**src/rtl/ervp_real_clock_alarm_scheduler.sv**
```systemverilog
// ---------------------------------------------------------------------------
// ervp_real_clock_alarm_scheduler
//
// Multi-channel alarm scheduler for the free-running microsecond real clock.
// Each channel holds an absolute target time and an optional reload period.
// A single magnitude comparator is shared by all channels through a
// round-robin scan pointer that advances every cycle.
//
// Ports:
//   clk            system clock
//   rstnn          synchronous active-low reset
//   real_clock     current time (microseconds, monotonic)
//   cfg_arm        arm channel cfg_index with cfg_time / cfg_period
//   cfg_cancel     disarm channel cfg_index (cfg_arm has priority)
//   cfg_index      target channel of cfg_arm / cfg_cancel
//   cfg_time       absolute fire time
//   cfg_period     reload period, 0 = one-shot
//   pending_clear  write-1-to-clear for the pending flags
//   irq_enable     per-channel interrupt mask
//   armed          per-channel armed flags
//   pending        per-channel sticky fired flags
//   fire_pulse     one-cycle pulse per fire event
//   irq            OR of (pending AND irq_enable)
// ---------------------------------------------------------------------------
module ervp_real_clock_alarm_scheduler #(
    parameter int NUM_ALARM = 4,
    parameter int BW_TIME   = 64,
    parameter int BW_PERIOD = 32,
    parameter int BW_INDEX  = $clog2(NUM_ALARM)
) (
    input  logic                 clk,
    input  logic                 rstnn,
    input  logic [BW_TIME-1:0]   real_clock,
    input  logic                 cfg_arm,
    input  logic                 cfg_cancel,
    input  logic [BW_INDEX-1:0]  cfg_index,
    input  logic [BW_TIME-1:0]   cfg_time,
    input  logic [BW_PERIOD-1:0] cfg_period,
    input  logic [NUM_ALARM-1:0] pending_clear,
    input  logic [NUM_ALARM-1:0] irq_enable,
    output logic [NUM_ALARM-1:0] armed,
    output logic [NUM_ALARM-1:0] pending,
    output logic [NUM_ALARM-1:0] fire_pulse,
    output logic                 irq
);

    // ------------------------------------------------------------------
    // State
    // ------------------------------------------------------------------
    logic [BW_INDEX-1:0]  ptr_q, ptr_d;
    logic [BW_TIME-1:0]   target_q [NUM_ALARM];
    logic [BW_TIME-1:0]   target_d [NUM_ALARM];
    logic [BW_PERIOD-1:0] period_q [NUM_ALARM];
    logic [BW_PERIOD-1:0] period_d [NUM_ALARM];
    logic [NUM_ALARM-1:0] armed_q, armed_d;
    logic [NUM_ALARM-1:0] pending_q, pending_d;
    logic [NUM_ALARM-1:0] fire_pulse_q, fire_pulse_d;

    // ------------------------------------------------------------------
    // Per-channel decode of the configuration target and the scan pointer
    // ------------------------------------------------------------------
    logic                 cfg_valid;
    logic [NUM_ALARM-1:0] cfg_sel;
    logic [NUM_ALARM-1:0] ptr_sel;

    // Out-of-range indices (possible when NUM_ALARM is not a power of two)
    // are dropped here so they never reach any channel.
    assign cfg_valid = ({1'b0, cfg_index} < (BW_INDEX+1)'(NUM_ALARM));

    generate
        for (genvar gi = 0; gi < NUM_ALARM; gi++) begin : g_sel
            assign cfg_sel[gi] = cfg_valid && (cfg_index == BW_INDEX'(gi));
            assign ptr_sel[gi] = (ptr_q == BW_INDEX'(gi));
        end
    endgenerate

    // ------------------------------------------------------------------
    // Shared comparator on the channel under the scan pointer
    // ------------------------------------------------------------------
    logic [BW_TIME-1:0] cur_target;
    logic               cfg_touch_ptr;
    logic               hit;
    logic               fire;

    always_comb begin
        cur_target    = target_q[ptr_q];
        hit           = armed_q[ptr_q] && (real_clock >= cur_target);
        // A configuration write to the visited channel takes precedence over
        // its hit: the visit is suppressed entirely.
        cfg_touch_ptr = (cfg_arm || cfg_cancel) && |(cfg_sel & ptr_sel);
        fire          = hit && !cfg_touch_ptr;
    end

    // ------------------------------------------------------------------
    // Next-state logic
    // ------------------------------------------------------------------
    always_comb begin
        ptr_d        = (ptr_q == BW_INDEX'(NUM_ALARM - 1)) ? '0 : ptr_q + 1'b1;
        armed_d      = armed_q;
        pending_d    = pending_q & ~pending_clear;
        fire_pulse_d = '0;
        for (int i = 0; i < NUM_ALARM; i++) begin
            target_d[i] = target_q[i];
            period_d[i] = period_q[i];

            // Set after clear so a hit beats a simultaneous pending_clear.
            if (fire && ptr_sel[i]) begin
                pending_d[i]    = 1'b1;
                fire_pulse_d[i] = 1'b1;
                if (period_q[i] == '0) begin
                    armed_d[i] = 1'b0;
                end else begin
                    // Wraps modulo 2^BW_TIME; catch-up happens naturally on
                    // later visits while the new target is still in the past.
                    target_d[i] = target_q[i] + BW_TIME'(period_q[i]);
                end
            end

            if (cfg_arm && cfg_sel[i]) begin
                target_d[i]  = cfg_time;
                period_d[i]  = cfg_period;
                armed_d[i]   = 1'b1;
                pending_d[i] = 1'b0;
            end else if (cfg_cancel && cfg_sel[i]) begin
                armed_d[i] = 1'b0;
            end
        end
    end

    // ------------------------------------------------------------------
    // Registers
    // ------------------------------------------------------------------
    always_ff @(posedge clk) begin
        if (!rstnn) begin
            ptr_q        <= '0;
            armed_q      <= '0;
            pending_q    <= '0;
            fire_pulse_q <= '0;
            for (int i = 0; i < NUM_ALARM; i++) begin
                target_q[i] <= '0;
                period_q[i] <= '0;
            end
        end else begin
            ptr_q        <= ptr_d;
            armed_q      <= armed_d;
            pending_q    <= pending_d;
            fire_pulse_q <= fire_pulse_d;
            for (int i = 0; i < NUM_ALARM; i++) begin
                target_q[i] <= target_d[i];
                period_q[i] <= period_d[i];
            end
        end
    end

    // ------------------------------------------------------------------
    // Outputs
    // ------------------------------------------------------------------
    assign armed      = armed_q;
    assign pending    = pending_q;
    assign fire_pulse = fire_pulse_q;
    assign irq        = |(pending_q & irq_enable);

endmodule

```
**config.mk**
```make
export PLATFORM = sky130hd
export DESIGN_NAME = ervp_real_clock_alarm_scheduler
export DESIGN_NICKNAME = d
export VERILOG_FILES = /design/src/rtl/ervp_real_clock_alarm_scheduler.sv
export SDC_FILE = /design/constraint.sdc
export NUM_CORES = 1
export LEC_CHECK = 0
export ABC_CLOCK_PERIOD_IN_PS = 12700
export CORE_MARGIN = 2
export CORE_UTILIZATION = 30
export DETAILED_ROUTE_END_ITERATION = 12
export PLACE_DENSITY = 0.53
export SLEW_MARGIN = 20
export SYNTH_ARGS = -nofsm -noshare
export SYNTH_HDL_FRONTEND = slang
export SYNTH_SLANG_ARGS = --single-unit
```
**constraint.sdc**
```tcl
create_clock -name clk -period 12.7 [get_ports clk]
set_input_delay 2.54 -clock clk [delete_from_list [all_inputs] [get_ports clk]]
set_output_delay 2.54 -clock clk [all_outputs]
set_load 0.05 [all_outputs]
```
Word-level counts from Yosys, hierarchy flattened
Memory sizes are Yosys's and may differ from the RTL's. A register that Yosys moved wholly into a read port is not among the register bits.
Index checks and enable logic that the tools add are counted.
W data, S select, Z words.
{ "word_totals": {"reg_bits": 14, "latchBits": 0, "ram_bits": 384, "rom_bits": 0, "input_bits": 174, "out_inout_bits": 13, "elab_cells": 133, "n_memories": 2} }
{ "classes": {"add_sub_neg": 5, "n_mul": 0, "n_div": 0, "n_lt_le_gt_ge": 2, "n_eq_ne": 6, "shifts": 0, "mux": 53, "n_bitwise": 13, "n_reduce_logical": 42} }
{ "mem_list": {"columns": ["name", "depth", "word_bits", "rd", "rd_clocked_by_memory_dff", "write_ports", "line_no", "source"], "rows": [
  ["target_q", 4, 64, 5, 1, 4, "51", "logic [BW_TIME-1:0] target_q [NUM_ALARM];"],
  ["period_q", 4, 32, 4, 0, 4, "53", "logic [BW_PERIOD-1:0] period_q [NUM_ALARM];"]
]} }
{ "ops": {"columns": ["operator", "count"], "rows": [
  ["$mux W64", 16],
  ["$add A64 B32 Y64", 4],
  ["$mux W32", 8],
  ["$logic_not A32 Y1", 4],
  ["$ge A64 B64 Y1", 1],
  ["$mux W1", 27],
  ["$reduce_bool A3 Y1", 8],
  ["$logic_and A1 B1 Y1", 15],
  ["$and A4 B4 Y4", 3],
  ["$reduce_or A2 Y1", 5],
  ["$eq A2 B2 Y1 const B", 4],
  ["$or A1 B1 Y1", 8],
  ["$reduce_and A2 Y1", 4],
  ["$reduce_or A4 Y1", 2],
  ["$eq A2 B1 Y1 const B", 2],
  ["$logic_not A2 Y1", 2],
  ["$not A4 Y4", 1],
  ["$lt A2 B3 Y1 const B", 1],
  ["$add A2 B1 Y2 const B", 1],
  ["$bmux W1 S2", 1],
  ["$mux W2", 1],
  ["$logic_not A1 Y1", 1],
  ["$logic_or A1 B1 Y1", 1],
  ["$not A1 Y1", 1]
]} }

Depth between registers and ports, before layout
Gate-level depths: netlist of run 1.
{ "logic_depth": {"depth_word": 10, "ltp_mapped": 17, "depth_no_buf": 12} }

Worst setup path before layout of run 1
No wires, ideal clock.
{ "synth_timing": {"path_kind": "input -> output", "start": "input port irq_enable[2]", "end": "output port irq", "arrival_ns": 3.010, "t_required_ns": 10.160, "path_slack_ns": 7.150, "stages": 2, "n_path_buf": 0, "cell_sequence": "a22oi_1 nand2_1"} }
{ "synth_between": {"elab_chain_cells": 2} }
{ "synth_lines": {"columns": ["element", "line_no", "source"], "rows": [
  ["start: declaration", "40", "input logic [NUM_ALARM-1:0] irq_enable,"],
  ["$and A4 B4 Y4", "161", "assign irq = |(pending_q & irq_enable);"],
  ["$reduce_or A4 Y1", "161", null],
  ["end: declaration", "44", "output logic irq"]
]} }
No other way between the ends.

==> results.toml, run 1 <==
[status]
run_status = "finished, final reports clean"

[sta]
timing.final.crit_share_pct = 52.7
timing.final.max_slew_violations = 0
rsz0062_at_grt = "no"
final.min_clock_period_ns = 6.70
timing.max_slew.rel_slack_pct = 19.2
worstMarginPinSlew_ns = 1.21
fin_worst_hold_slack_ns = 0.478
max_clock_freq_ghz = 0.149
final.setup_skew_ns = 0.0226
report.final.setup_viol = 0
setup-tns-final_ns = 0
hold_viol = 0

[setup_path]
critical-path-top-cell-by-count = "sky130_fd_sc_hd__buf_4"
endpoint_type_of_the_worst_setup_path = "flop"
critPathArrivalTime_ns = 7.22
startpoint_type = "input port"
setup.worst_path.class = "input port to flop"
cp.required_ns = 13.22
cells_along_the_critical_path = "clkdlybuf4s50_1 -> ha_1 -> nand4_1 -> nor4_1 -> o211ai_1 -> a21oi_1 -> o21bai_1 -> buf_4 -> a21boi_4 -> buf_4 -> nand2_1 -> or4_1 -> a31oi_1"
cp_slowest_cell = "sky130_fd_sc_hd__a21boi_4"
timing.critical_path.slowest_cell_delay_ns = 0.75
critical_path_fanout_max = 24

[yosys]
netlist_instances = 3630
syn_nets = 4004
synth-seq-area-share_pct = 28.4
synthesis.area_sq_um = 28100
netlist-cell-type-count = 97
dominant_combinational_cell_family_by_area_after_synthesis = "compound AO/OA/AOI/OAI gates"
synthesis_warnings = 0
synth_flop_cell = "sky130_fd_sc_hd__dfxtp_1"
synth_enable_flop_cells = 0
post-synth-top-area-cell = "sky130_fd_sc_hd__dfxtp_1"
synth.mux.area_fraction_pct = 5.76
synth_top_cells_by_count = "sky130_fd_sc_hd__nand2_1, sky130_fd_sc_hd__a21oi_1, sky130_fd_sc_hd__dfxtp_1"
ys_top_cells_by_area = "sky130_fd_sc_hd__dfxtp_1, sky130_fd_sc_hd__ha_1, sky130_fd_sc_hd__a21oi_1"
synthMostInstantiatedCell = "sky130_fd_sc_hd__nand2_1"
synth-compound-area-share_pct = 27.8
synth_top_area_share_pct = 28.4
synth_xor_xnor_area_share_pct = 3.31
async_flop_share_pct = 0
synth_fa_ha_area_share_pct = 9.02
yosys_register_bits = 398
synthesis.area_per_instance_sq_um = 7.74
synth_simple_gate_area_share_pct = 20.8

[drt]
total_number_of_vias = 29600
detail_route.iter0.violations = 3009
detail_route.drc_violations = 0
detailroute.wirelength.met2_mm = 59.9
highest_signal_layer_in_the_routed_design = "met5"
avgViaCountPerCell = 5.97
drtAntennaViolNets = 0
totalWireLength_mm = 130
m1WireLength_mm = 53.6
first_pass_iters = 6
met3_wirelength_mm = 10.6
avgRoutedWirePerCell_microns = 26.2

[place]
detailed_place_hpwl_mm = 98.4
gp_congestion = 0.960
numPortBuffers = 186

[final_layout]
flow.area_growth_from_synthesis_pct = 16.1
num-fill-cells = 9942
antenna_cells_inserted = 0
final_layout_size_suffix_gt1_share_pct = 6.68
final_nets = 4048

[clock_tree]
cts_tree = "built"
cts_made_buffers = 48
clock_latency_ns = 0.61
cts.clk_slew.worst_paths_ns = 0.06
holdBufCountCts = 0
numClockSinks = 398
ctsRootBufferMaster = "sky130_fd_sc_hd__clkbuf_16"
post-cts-setup-buffer-count = 0
cts-htree-levels = 2
resized_gates_after_cts = 0
clk_path_buf_depth = 3

[floorplanning]
die-width_microns = 310
pin_count = 187
die_area_sq_um = 96100
core_area_sq_um = 93000
die-height_microns = 310
initial_utilization_pct = 30.2
num_rows = 112

[pwr]
max-vdd-ir-drop_mv = 0.0826
power.density_nw_per_um2 = 101
static_leakage_nw = 11.5

[job]
maxCapViolations = 0

[global_route]
grt_first_pass_wirelength_mm = 188
grt_overflow_total = 0
grt_pass1_vias = 27500
grt_usage_pct = 26.3
grt_start_max_net_pins = 117
number_of_antenna_violations_at_the_first_check_in_global_routing = 5

[worst_hold_path]
hold_path.class = "flop to flop"
==> power breakdown <==
part	total (mW)	internal, mW	switching, mW
Clock	1.41	0.801	0.611
Combinational	0.523	0.201	0.321
Sequential	1.37	1.29	0.0772
Total	3.30	2.29	1.01
==> placed cells by master (no fill, tap or decap), types with 45 or more instances in the layout <==
cell                              instances
sky130_fd_sc_hd__a21o_1                  52
sky130_fd_sc_hd__a21oi_1                464
sky130_fd_sc_hd__a22oi_1                106
sky130_fd_sc_hd__a31oi_1                105
sky130_fd_sc_hd__and3_1                  45
sky130_fd_sc_hd__clkbuf_16               50
sky130_fd_sc_hd__clkdlybuf4s50_1        185
sky130_fd_sc_hd__dfxtp_1                396
sky130_fd_sc_hd__ha_1                   196
sky130_fd_sc_hd__inv_1                  127
sky130_fd_sc_hd__mux4_2                  66
sky130_fd_sc_hd__nand2_1                611
sky130_fd_sc_hd__nand3_1                 92
sky130_fd_sc_hd__nand4_1                 83
sky130_fd_sc_hd__nor2_1                 194
sky130_fd_sc_hd__nor4_1                  47
sky130_fd_sc_hd__o21ai_0                166
sky130_fd_sc_hd__xnor2_1                 57
sky130_fd_sc_hd__xor2_1                  49
==> routing by layer <==
layer	up-vias	GRT usage (%)
met5	-	0
met4	6	11.2
met3	254	3.90
met2	1457	43.4
met1	14300	34.1
li1	13600	-
==> critical path: cells and delay by family <==
kind | cells | cell delay (ns)
AO/OA/AOI/OAI | 5 | 1.47
buffers and inverters | 3 | 1.36
AND/OR/NAND/NOR | 4 | 1.36
adder cells (fa/ha/maj) | 1 | 0.45
==> cells by family (layout without fill, tap and decap cells) <==
logic type,Yosys count,in the layout
flip-flops,398,398
AO/OA/AOI/OAI,1226,1226
AND/OR/NAND/NOR,1262,1262
buffers and inverters,360,442
adder cells (fa/ha/maj),200,200
multiplexers,78,78
XOR/XNOR,106,106
==> stage by stage <==
| stage | std cells | total power, mW | area [sq um] | util (%) | worst slack [ns] |
|---|---|---|---|---|---|
| CTS | 4966 | 3.31 | 32600 | 35.0 | 6.15 |
| detailed placement | 4878 | 1.91 | 31000 | 33.4 | 5.54 |
| floorplan | 3630 | 1.66 | 28100 | - | 7.15 |
| finish | 4966 | 3.30 | 32600 | 35.0 | 6.00 |
| global route | 4966 | 3.41 | 32600 | 35.0 | 5.85 |
| global placement | 4878 | 1.91 | 31000 | 33.4 | 5.59 |
==> final timing paths <==
path	depth (start not counted)	slack [ns]	start	end
hold / removal	2	0.48	period_q[1][2]	period_q[1][2]
setup / recovery	13	6.00	real_clock[30]	target_q[3][49]
hold reg to reg	2	0.48	period_q[1][2]	period_q[1][2]
setup reg to reg	14	6.41	ptr_q[0]	target_q[3][49]
==> area by class of cell <==
cell class / count / area (sq um) / share of cell area, %
inverter: 128 / 488 / 1.50
multi-input combinational: 2872 / 18800 / 57.8
sequential: 398 / 7980 / 24.5
clock inverter: 18 / 146 / 0.449
timing repair buffer: 226 / 2160 / 6.62
tap: 1254 / 1570 / 4.81
clock buffer: 70 / 1430 / 4.37
==> registers in the layout, indices dropped and copies added, names as in the netlist <==
signal and count:
ptr_q 2, pending 4, target_q 256, armed 4, fire_pulse 4, period_q 128
Power figures use the tool's default switching activity.
==> run 2: changes to the inputs <==
--- a/config.mk
+++ b/config.mk
@@ -5,7 +5,7 @@
 export SDC_FILE = /design/constraint.sdc
 export NUM_CORES = 1
 export LEC_CHECK = 0
-export ABC_CLOCK_PERIOD_IN_PS = 12700
+export ABC_CLOCK_PERIOD_IN_PS = 6500
 export CORE_MARGIN = 2
 export CORE_UTILIZATION = 30
 export DETAILED_ROUTE_END_ITERATION = 12
==> constraint.sdc (replaced) <==
create_clock -name clk -period 6.5 [get_ports clk]
set_input_delay 1.3 -clock clk [delete_from_list [all_inputs] [get_ports clk]]
set_output_delay 1.3 -clock clk [all_outputs]
set_load 0.05 [all_outputs]
==> results.toml, run 2 (same netlist as run 1, synthesis figures left out) <==
[worst_hold_path]
worstHoldEndpoint = "period_q[3][28]"
hold-path-cell-count = 2
hold_start = "period_q[3][28]"
hold_path.class = "flop to flop"

[clock_tree]
holdBufCountCts = 0
cts_tree = "built"
ctsRootBufferMaster = "sky130_fd_sc_hd__clkbuf_16"
resized_gates_after_cts = 0
cts-htree-levels = 2
cts.clk_slew.worst_paths_ns = 0.06
numClockSinks = 398
cts_made_buffers = 47
clock_latency_ns = 0.62
post-cts-setup-buffer-count = 0
clk_path_buf_depth = 3

[sta]
max_clock_freq_ghz = 0.180
timing.max_slew.rel_slack_pct = 17.3
rsz0062_at_grt = "no"
fin_worst_hold_slack_ns = 0.479
setup-tns-final_ns = 0
worstMarginPinSlew_ns = 1.24
setup_slack_ns = 0.933
final.setup_skew_ns = 0.0284
timing.final.crit_share_pct = 85.6
final.min_clock_period_ns = 5.57
report.final.setup_viol = 0
timing.final.max_slew_violations = 0
hold_viol = 0

[drt]
total_number_of_vias = 29500
detail_route.iter0.violations = 3248
avgViaCountPerCell = 5.93
drtAntennaViolNets = 0
totalWireLength_mm = 129
avgRoutedWirePerCell_microns = 26.0
first_pass_iters = 5
detail_route.drc_violations = 0

[global_route]
grt_first_pass_wirelength_mm = 187
grt_pass1_vias = 27400
grt_usage_pct = 26.1
grt_start_max_net_pins = 133
grt_overflow_total = 0
number_of_antenna_violations_at_the_first_check_in_global_routing = 6

[floorplanning]
num_rows = 112
initial_utilization_pct = 30.2
die-height_microns = 310
core_area_sq_um = 93000
pin_count = 187
die-width_microns = 310
die_area_sq_um = 96100

[final_layout]
regArea_sq_um = 7980
num-fill-cells = 9900
finalNonFillerCells = 4979
largest_reg_flops = 256
largestRegisters = "target_q x256, period_q x128"
layout_commonest_cell = "sky130_fd_sc_hd__nand2_1"
multi_input_comb_area_sq_um = 18800
flow.area_growth_from_synthesis_pct = 16.6
final_nets = 4060
most_used_cells_in_the_layout_excluding_fill_and_tap_cells = "sky130_fd_sc_hd__nand2_1, sky130_fd_sc_hd__a21oi_1, sky130_fd_sc_hd__dfxtp_1"
register_ranked_first_by_flip_flop_count = "target_q"
final_layout_size_suffix_gt1_share_pct = 6.98

[job]
maxCapViolations = 0

[pwr]
report.power.total_mw = 6.49
static_leakage_nw = 11.6
power.density_nw_per_um2 = 198
max-vdd-ir-drop_mv = 0.167

[setup_path]
setup.worst_path.class = "flop to flop"
endpoint_type_of_the_worst_setup_path = "flop"
critPathArrivalTime_ns = 6.01
cp.required_ns = 6.94
critical_path_fanout_max = 37
reg2reg_to = "target_q[3][58]"
worstReg2RegStart = "ptr_q[0]"
startpoint_type = "flop"
worst-r2r-cell-count = 14
reg2reg_setup_slack_ns = 0.93

[place]
post_placement_setup_slack_ns = 1.06
numPortBuffers = 186
dp.cells = 4891
gp_congestion = 0.957
detailed_place_hpwl_mm = 98.5

[status]
run_status = "finished, final reports clean"
## run 2: where the power goes
group	leakage, nW	switching [mW]	internal, mW
sequential	3.24	0.158	2.53
clock	0.755	1.21	1.57
combinational	7.63	0.620	0.402
total	11.6	1.99	4.50
## run 2: area by class of cell
type	count	share of cell area, %
clock inverter	23	0.730
multi-input combinational	2872	57.5
clock buffer	64	4.00
sequential	398	24.4
antenna	1	0.00764
timing repair buffer	239	7.08
inverter	128	1.49
tap	1254	4.79
## run 2: worst max-delay path, stage by stage, from the launching register on
cell                       delay [ns]
sky130_fd_sc_hd__dfxtp_4         0.90
sky130_fd_sc_hd__buf_4           0.39
sky130_fd_sc_hd__mux4_2          0.59
sky130_fd_sc_hd__inv_1           0.12
sky130_fd_sc_hd__ha_1            0.25
sky130_fd_sc_hd__a21oi_1         0.13
sky130_fd_sc_hd__nand2_1         0.07
sky130_fd_sc_hd__a221oi_1        0.59
sky130_fd_sc_hd__a21oi_1         0.31
sky130_fd_sc_hd__o21ba_2         0.33
sky130_fd_sc_hd__o21ai_4         0.94
sky130_fd_sc_hd__buf_4           0.37
sky130_fd_sc_hd__a31oi_1         0.06
sky130_fd_sc_hd__o21ai_0         0.23
sky130_fd_sc_hd__a21oi_1         0.10
## run 2: worst max-delay path by stage
stage,slack (ns),from,end
2_1_floorplan,2.03,ptr_q[0],target_q[2][32]
3_3_place_gp,1.04,ptr_q[0],target_q[3][10]
3_5_place_dp,1.06,ptr_q[0],target_q[3][4]
4_1_cts,1.04,ptr_q[0],target_q[3][58]
5_1_grt,0.73,ptr_q[0],target_q[3][58]
6_report,0.93,ptr_q[0],target_q[3][58]
## run 2: per-layer routing
metal | vias up | GRT usage [%] | share of wire, %
met2 | 1387 | 42.4 | 45
li1 | 13600 | - | -
met4 | 4 | 11.7 | 5.1
met3 | 258 | 3.47 | 8.1
met5 | - | 0 | 0.021
met1 | 14300 | 34.5 | 41
## run 2: through the flow
stage	utilization, %	cell area [sq um]
6_report	35.2	32700
5_1_grt	35.2	32700
4_1_cts	35.2	32700
3_5_place_dp	33.5	31200
3_3_place_gp	33.5	31200
2_1_floorplan	-	28100
